### src/rtl/freqdiv_pkg.sv
// Shared constants and elaboration helpers for the multirate frequency divider.
//   DECADE / HALF_DECADE_M1 / DECADE_M1 : decade counter terminal values
//   clog2()       : ceiling log2, used for counter and select widths
//   prescale_ok() : legality check for the stage-0 prescale ratio
package freqdiv_pkg;

  localparam int unsigned DECADE         = 10;
  localparam int unsigned HALF_DECADE_M1 = 4;
  localparam int unsigned DECADE_M1      = 9;

  function automatic int unsigned clog2(input int unsigned value);
    int unsigned width;
    width = 0;
    while ((64'd1 << width) < 64'(value)) width++;
    return width;
  endfunction

  // The stage-0 square wave toggles at the half and full count, so the
  // prescale ratio must split into two equal halves.
  function automatic bit prescale_ok(input int unsigned prescale);
    return (prescale >= 2) && ((prescale % 2) == 0);
  endfunction

endpackage

### src/rtl/decade_stage.sv
// One divide-by-ten stage of the rate cascade.
//   clk      in  system clock, rising edge
//   reset    in  synchronous active-low reset
//   tick_in  in  one-cycle strobe of the next faster stage (already en-gated)
//   tick_out out one-cycle strobe every tenth tick_in, phase-aligned with it
//   sq       out 50% square wave at this stage's rate, low after reset
//   count    out decade position 0..9
module decade_stage
  import freqdiv_pkg::*;
(
  input  logic       clk,
  input  logic       reset,
  input  logic       tick_in,
  output logic       tick_out,
  output logic       sq,
  output logic [3:0] count
);

  logic at_last;
  logic at_half;

  assign at_last  = (count == 4'(DECADE_M1));
  assign at_half  = (count == 4'(HALF_DECADE_M1));
  assign tick_out = tick_in && at_last;

  always_ff @(posedge clk) begin
    if (!reset) begin
      count <= '0;
      sq    <= 1'b0;
    end else if (tick_in) begin
      count <= at_last ? '0 : count + 4'd1;
      if (at_half || at_last) sq <= ~sq;
    end
  end

endmodule

### src/rtl/multirate_freq_divider.sv
// Decade-spaced rate cascade from one system clock with a glitch-free
// runtime-selectable output and a decade count of the selected rate.
//   clk        in  system clock, rising edge
//   reset      in  synchronous active-low reset
//   en         in  count enable; low freezes all state and masks ticks
//   sel        in  requested output stage (values >= NUM_STAGES ignored)
//   tick       out per-stage one-cycle strobes, stage k at BASE_HZ/10^k
//   sq         out per-stage 50% square waves
//   out_tick   out tick[active_sel]
//   out_sq     out sq[active_sel]
//   active_sel out currently applied selection
//   q          out decade count 0..9 of out_tick
module multirate_freq_divider
  import freqdiv_pkg::*;
#(
  parameter  int unsigned CLK_HZ     = 50_000_000,
  parameter  int unsigned BASE_HZ    = 100,
  parameter  int unsigned NUM_STAGES = 4,
  parameter  int unsigned INIT_SEL   = 0,
  localparam int unsigned SEL_W      = (clog2(NUM_STAGES) > 1) ? clog2(NUM_STAGES) : 1
) (
  input  logic                  clk,
  input  logic                  reset,
  input  logic                  en,
  input  logic [SEL_W-1:0]      sel,
  output logic [NUM_STAGES-1:0] tick,
  output logic [NUM_STAGES-1:0] sq,
  output logic                  out_tick,
  output logic                  out_sq,
  output logic [SEL_W-1:0]      active_sel,
  output logic [3:0]            q
);

  localparam int unsigned PRESCALE = CLK_HZ / BASE_HZ;
  localparam int unsigned C0_W     = (clog2(PRESCALE) > 1) ? clog2(PRESCALE) : 1;
  localparam logic [C0_W-1:0] C0_LAST = C0_W'(PRESCALE - 1);
  localparam logic [C0_W-1:0] C0_HALF = C0_W'(PRESCALE / 2 - 1);

  if (!prescale_ok(PRESCALE)) begin : g_bad_prescale
    $error("multirate_freq_divider: CLK_HZ/BASE_HZ must be even and >= 2");
  end
  if (NUM_STAGES < 1 || INIT_SEL >= NUM_STAGES) begin : g_bad_sel
    $error("multirate_freq_divider: need NUM_STAGES >= 1 and INIT_SEL < NUM_STAGES");
  end

  logic [C0_W-1:0]       c0;
  logic                  sq0;
  logic [NUM_STAGES-1:0] tick_w;
  logic [NUM_STAGES-1:0] sq_w;

  // Stage 0 prescaler.
  always_ff @(posedge clk) begin
    if (!reset) begin
      c0  <= '0;
      sq0 <= 1'b0;
    end else if (en) begin
      c0 <= (c0 == C0_LAST) ? '0 : c0 + C0_W'(1);
      if (c0 == C0_HALF || c0 == C0_LAST) sq0 <= ~sq0;
    end
  end

  assign tick_w[0] = en && (c0 == C0_LAST);
  assign sq_w[0]   = sq0;

  // Per-stage decade positions are not needed at the top; kept visible
  // for debug probing.
  logic [3:0] dk_unused [NUM_STAGES];
  assign dk_unused[0] = '0;

  for (genvar k = 1; k < NUM_STAGES; k++) begin : g_stage
    decade_stage u_stage (
      .clk      (clk),
      .reset    (reset),
      .tick_in  (tick_w[k-1]),
      .tick_out (tick_w[k]),
      .sq       (sq_w[k]),
      .count    (dk_unused[k])
    );
  end

  assign tick = tick_w;
  assign sq   = sq_w;

  // Switching only on tick[max(sel,active_sel)] means every faster stage
  // ticks on the same edge, so both old and new square waves restart low
  // together: no runt pulse, no lost or duplicated tick.
  logic             sel_valid;
  logic [SEL_W-1:0] hi_sel;
  logic             do_switch;

  always_comb begin
    sel_valid = (32'(sel) < NUM_STAGES);
    hi_sel    = (sel > active_sel) ? sel : active_sel;
    do_switch = sel_valid && (sel != active_sel) && tick_w[hi_sel];
  end

  assign out_tick = tick_w[active_sel];
  assign out_sq   = sq_w[active_sel];

  always_ff @(posedge clk) begin
    if (!reset) begin
      active_sel <= SEL_W'(INIT_SEL);
      q          <= '0;
    end else begin
      if (out_tick) q <= (q == 4'(DECADE - 1)) ? '0 : q + 4'd1;
      if (do_switch) active_sel <= sel;
    end
  end

endmodule

### config.mk
export PLATFORM = sky130hd
export DESIGN_NAME = multirate_freq_divider
export DESIGN_NICKNAME = d
export VERILOG_FILES = /design/src/rtl/freqdiv_pkg.sv /design/src/rtl/decade_stage.sv /design/src/rtl/multirate_freq_divider.sv
export SDC_FILE = /design/constraint.sdc
export NUM_CORES = 1
export LEC_CHECK = 0
export BUFFER_PORTS_ARGS = -buffer_cell sky130_fd_sc_hd__buf_2
export CAP_MARGIN = 25
export CORE_ASPECT_RATIO = 0.7
export CORE_MARGIN = 4
export CORE_UTILIZATION = 50
export CTS_BUF_LIST = sky130_fd_sc_hd__clkbuf_4
export DETAILED_ROUTE_END_ITERATION = 7
export PLACE_DENSITY = 0.69
export SYNTH_ARGS = -nofsm -noshare
export SYNTH_HDL_FRONTEND = slang
export SYNTH_SLANG_ARGS = --single-unit
### constraint.sdc
create_clock -name clk -period 2.91 [get_ports clk]
set_input_delay 0.4365 -clock clk [delete_from_list [all_inputs] [get_ports clk]]
set_output_delay 0.4365 -clock clk [all_outputs]
set_load 0.02 [all_outputs]
; Yosys cells after proc, flatten, opt, wreduce, memory -nomap -nowiden
; Index checks and enable logic that the tools add are counted.
[classes]
n_addsub = 5
order_cmp = 3
n_eq_ne = 10
n_mux = 12
n_bitwise = 4
reduce_logical = 13
[op_table]
columns = cell, count
row1 = $add 19x1->19 const B, 1
row2 = $eq 19x18->1 const B, 1
row3 = $eq 19x19->1 const B, 1
row4 = $mux 19, 1
row5 = $add 4x1->4 const B, 4
row6 = $eq 4x4->1 const B, 4
row7 = $mux 4, 4
row8 = $eq 4x3->1 const B, 3
row9 = $reduce_and 2->1, 4
row10 = $bmux 1 s2, 3
row11 = $lt 2x3->1 const B, 2
row12 = $logic_and 1x1->1, 5
row13 = $logic_or 1x1->1, 4
row14 = $not 1->1, 4
row15 = $mux 1, 3
row16 = $gt 2x2->1, 1
row17 = $mux 2, 1
row18 = $ne 2x2->1, 1
[totals]
reg_bits = 41
in_bits = 5
out_inout_bits = 16
elab_cells = 57

; Longest topological paths before layout
[depth]
ltp_word = 8
depth_mapped = 7
mapped_depth_nobuf = 7

; Cells and area by module
; From an unflattened synthesis, not the netlist that was laid out.
[unflattened]
cells_unflattened = 242
hier_area_um2 = 2179.6
[by_module_without_submodules]
columns = mod, n_inst, cells_per_inst, area_per_inst_um2, seq_area_each_um2
row1 = multirate_freq_divider, 1, 158, 1413.9, 520.5
row2 = decade_stage, 3, 28, 255.2, 100.1

; Worst setup path after synthesis
; No wires, ideal clock.
[synth_timing]
path_kind = flip-flop to flip-flop
startpoint = register c0[6]
endpoint = register g_stage[2].u_stage.sq
setup_ns = 0.070
arrival_ns = 1.956
required_ns = 2.840
slack_ns = 0.884
path_stages_with_launch = 6
path_buffers = 0
synth_period_minus_slack_ns = 2.026
path_cell_list = dfxtp_1 > or4_4 > nor3_4 > nand3_1 > or4_1 > a21boi_1
[synth_between]
elab_chain_cells = 4
[synth_rtl]
columns = item, line_no
row1 = start: declaration, multirate_freq_divider.sv:46  ; logic [C0_W-1:0] c0;
row2 = start signal: assignment, multirate_freq_divider.sv:57  ; c0 <= (c0 == C0_LAST) ? '0 : c0 + C0_W'(1);
row3 = $eq 19x19->1, multirate_freq_divider.sv:62  ; assign tick_w[0] = en && (c0 == C0_LAST);
row4 = $logic_and 1x1->1, multirate_freq_divider.sv:62
row5 = $logic_and 1x1->1, decade_stage.sv:24  ; assign tick_out = tick_in && at_last;
row6 = $reduce_and 2->1 (no source line), -
row7 = end signal: assignment, decade_stage.sv:32  ; if (at_half || at_last) sq <= ~sq;
row8 = end: declaration, decade_stage.sv:15  ; output logic sq,
; No other way between the ends.
; A chain may end at the register's enable or synchronous reset.

; Worst setup path in the final report
[layout_timing]
startpoint = register c0[0]
endpoint = output port out_tick
[layout_between]
elab_chain_cells = 7
[layout_rtl]
columns = item, line_no
row1 = $eq 19x19->1 *, multirate_freq_divider.sv:62
row2 = $logic_and 1x1->1 *, multirate_freq_divider.sv:62
row3 = $logic_and 1x1->1 (3 in a row), decade_stage.sv:24
row4 = $bmux 1 s2 *, multirate_freq_divider.sv:97  ; assign out_tick = tick_w[active_sel];
row5 = $mux 1 (implied by the code) *, multirate_freq_divider.sv:97
row6 = end: declaration, multirate_freq_divider.sv:28  ; output logic out_tick,
; Mark *: on every way between the ends. The rest lies on a longest branch, timed or not. The select of a mux whose other input is x is not followed.

==> metrics.csv <==
stage;metric;value;unit
die;chip width;88.6;um
sta;worst-margin pin slew;0.638;ns
clocking;Clk pin slew, worst setup/hold paths;0.13;ns
route;DR vias;1822;
finish;most frequent cells in the layout;41 x dfxtp_1, 38 x nor2_1, 23 x nand2_1;
logic_synthesis;Syn Area/Cell;8.32;um2
sta;Fin. Hold Viols;0;
grt;largest net degree at the start of global routing;20;
pwr;LEAKAGE;0.947;nW
clocking;Clock Path Buffers;2;
critical_path;CP max-delay cell;nor3_4;
critical_path;CP Capture Type;output port;
critical_path;cell mode on critical path;nand4_1;
clocking;Skew-Pair Late Insertion Delay;0.35;ns
die;IO Count;21;
finish;Fillers;428;
sta;final worst setup slack;0.333;ns
route;First DRT Iteration DRCs;88;
die;DIE HEIGHT;64.4;um
critical_path;sequence of cells on the critical path;ha_1, nand4_1, nor3_4, nand4_1, inv_1, buf_2;
sta;setup TNS;0;ns
finish;Reg area;821;um2
route;DRC viols;0;
die;# rows;20;
sta;Rel. slew slack;57.3;%
logic_synthesis;post-synthesis sequential area ratio;36.1;%
pwr;Max rail drop VDD;0.293;mV
logic_synthesis;Mapped Cells;273;
critical_path;WP buf/inv;2;
route;Total Wirelength;4460;um
critical_path;Reg2Reg Setup Slack;0.65;ns
grt;first-pass GRT wire length;7610;um
route;drt pass-1 iters;4;
sta;Final min period;2.58;ns
logic_synthesis;Post-synth EDFFs;0;
logic_synthesis;complex-gate fraction of the synthesized area;6.94;%
clocking;Clock Tree Root;clkbuf_4;
logic_synthesis;Primary FF master, synth;dfxtp_1;
route;wire length per cell;13.0;um
logic_synthesis;Synth Area in Adders;2.20;%
clocking;cts bufs inserted;5;
clocking;CTS tree;done;
route;DR vias/cell;5.33;
logic_synthesis;mux cell area share after synthesis;4.96;%
pwr;Pwr per Cell Area;398;mW/mm2
sta;Final setup viols;0;
hold_path;hold_sp;sel[1];
critical_path;r2r worst-path depth;6;
sta;fmax;0.388;GHz
grt;Tot GR Track Use;17.2;%
grt;remaining global-route overflow;0;
logic_synthesis;post-synthesis async set-or-reset flop share;0;%
hold_path;Hold WC Path Type;input pin to flop;
grt;vias in the first global route;1597;
critical_path;crit-path max FO;9;
sta;RSZ-0062 raised after global routing;no;
logic_synthesis;Post-Synth XOR/XNOR Area;10.4;%
die;Die ar.;0.00570;mm2
sta;fin crit share;88.5;%
critical_path;CP required;2.47;ns
critical_path;r2r endpoint;g_stage[2].u_stage.sq;
logic_synthesis;post-synthesis cell type count;48;
clocking;post-cts resize count;0;
logic_synthesis;Post-Syn Nets;282;
hold_path;Hold Path Depth;3;
logic_synthesis;Post-Synth Simple-Gate Area;32.7;%
critical_path;CP arrival;2.14;ns
status;outcome;finished clean;
logic_synthesis;largest family of logic cells by synthesized area;simple AND/OR/NAND/NOR gates;
finish;commonest non-fill, non-tap cell in the layout;dfxtp_1;
die;Core Region;0.00435;mm2
finish;Layout Nets;295;
clocking;post-CTS setup buffers;0;
route;ANT nets after route;0;
critical_path;crit-path max cell delay;0.39;ns
logic_synthesis;Synth Warn #;0;
clocking;CTS Sinks;41;
logic_synthesis;cell area after synthesis;0.00227;mm2
placed_design;dpl ws;0.675;ns
flow_run;Max Cap Viol;0;
critical_path;CP delay by family, top;simple AND/OR/NAND/NOR gates;
die;Initial Utilization;52.2;%
placed_design;DP Wirelength;3330;um
logic_synthesis;synthesized flop and latch total;41;
critical_path;WS Path Type;flop to output port;
sta;Setup Skew;0.0127;ns
sta;Final Max Tran Viols;0;
hold_path;hold path endpoint;active_sel[1];
grt;initial antenna violation count;0;
finish;n_diodes;0;
placed_design;I/O Buffers;20;
finish;Multi-input gate area;0.00130;mm2
finish;Synth-to-Final Area Change;7.21;%
finish;share of cells above drive strength 1;13.6;%
critical_path;nature of the critical path startpoint;flop;
critical_path;r2r startpoint;c0[0];
placed_design;Placer Congestion;0.783;
clocking;H-tree depth;2;
clocking;Hold-fix buffers, CTS;0;
worst register-to-register path: cells and delay by family, from the launching register on:
family / cells / cell delay [ns]
adder cells (fa/ha/maj): 1 / 0.22
flip-flops: 1 / 0.38
AO/OA/AOI/OAI: 1 / 0.15
AND/OR/NAND/NOR: 4 / 1.44
kinds of logic (layout without fill, tap and decap cells):
family,Yosys count,after routing
mux,10,10
buf+inv,31,45
flops,41,41
fa+ha+maj,4,4
compound gates,25,25
simple gates,135,135
xor+xnor,27,27
power breakdown:
group	switching [W]	leakage (nW)	internal, W
combinational	0.0000206	0.577	0.0000122
clock	0.000192	0.0389	0.000178
sequential	0.00000246	0.330	0.000564
worst max path at each step:
stage | depth (start not counted) | slack [ns] | to | startpoint
finish | 6 | 0.33 | out_tick | c0[0]
detailed placement | 5 | 0.68 | c0[9] | c0[6]
CTS | 5 | 0.30 | out_tick | c0[6]
global route | 6 | 0.04 | tick[1] | c0[0]
floorplan | 5 | 0.88 | g_stage[2].u_stage.sq | c0[6]
global placement | 5 | 0.72 | g_stage[2].u_stage.sq | c0[6]
metal layers:
| layer | up-vias | GRT usage, % | share of wire (%) |
|---|---|---|---|
| met5 | - | 0 | 0 |
| met4 | 0 | 3.96 | 0.47 |
| met3 | 2 | 5.03 | 6.1 |
| met2 | 38 | 22.6 | 39 |
| met1 | 823 | 27.0 | 55 |
| li1 | 959 | - | - |
cells in the mapped netlist (3+ instances only):
library cell / count / area, um2
dfxtp_1: 41 / 821
xnor2_1: 19 / 166
and3_1: 3 / 18.8
mux2i_1: 9 / 90.1
clkbuf_1: 5 / 18.8
or4_1: 3 / 22.5
nor2b_1: 4 / 25.0
nor4_1: 3 / 18.8
nand3b_1: 3 / 22.5
nor3_1: 6 / 30.0
a21oi_1: 9 / 45.0
o21ai_0: 4 / 20.0
nand2_1: 23 / 86.3
xor2_1: 8 / 70.1
a31oi_1: 3 / 18.8
inv_1: 16 / 60.1
nand3_1: 11 / 55.1
nand4_1: 11 / 68.8
ha_1: 4 / 50.1
buf_4: 9 / 67.6
or3_1: 3 / 18.8
nor2_1: 38 / 143
and2_1: 7 / 43.8
through the flow:
step	instance area, um2	power (W)	hold slack (ns)	utilization (%)	cells
after global routing	2440	0.00101	0.334	55.9	342
after detailed placement	2360	0.000613	0.503	54.1	334
after floorplan	2270	0.000603	0.463	-	273
after CTS	2440	0.000979	0.341	55.9	342
final	2440	0.000970	0.348	55.9	342
after global placement	2360	0.000612	0.499	54.1	334
sequential cells by signal, summed over array words and instances (netlist names):
| register | cells |
|---|---|
| g_stage.u_stage.count | 12 |
| c0 | 19 |
| active_sel | 2 |
| sq0 | 1 |
| g_stage.u_stage.sq | 3 |
| q | 4 |
final cells by class:
cell class	instances	area share, %
clock buffers	5	1.54
clock inverters	3	1.69
inverters	16	2.47
multi-input cells	201	53.4
flip-flops and latches	41	33.7
well taps	55	2.82
repair buffers	21	4.42
Power figures use the tool's default switching activity.
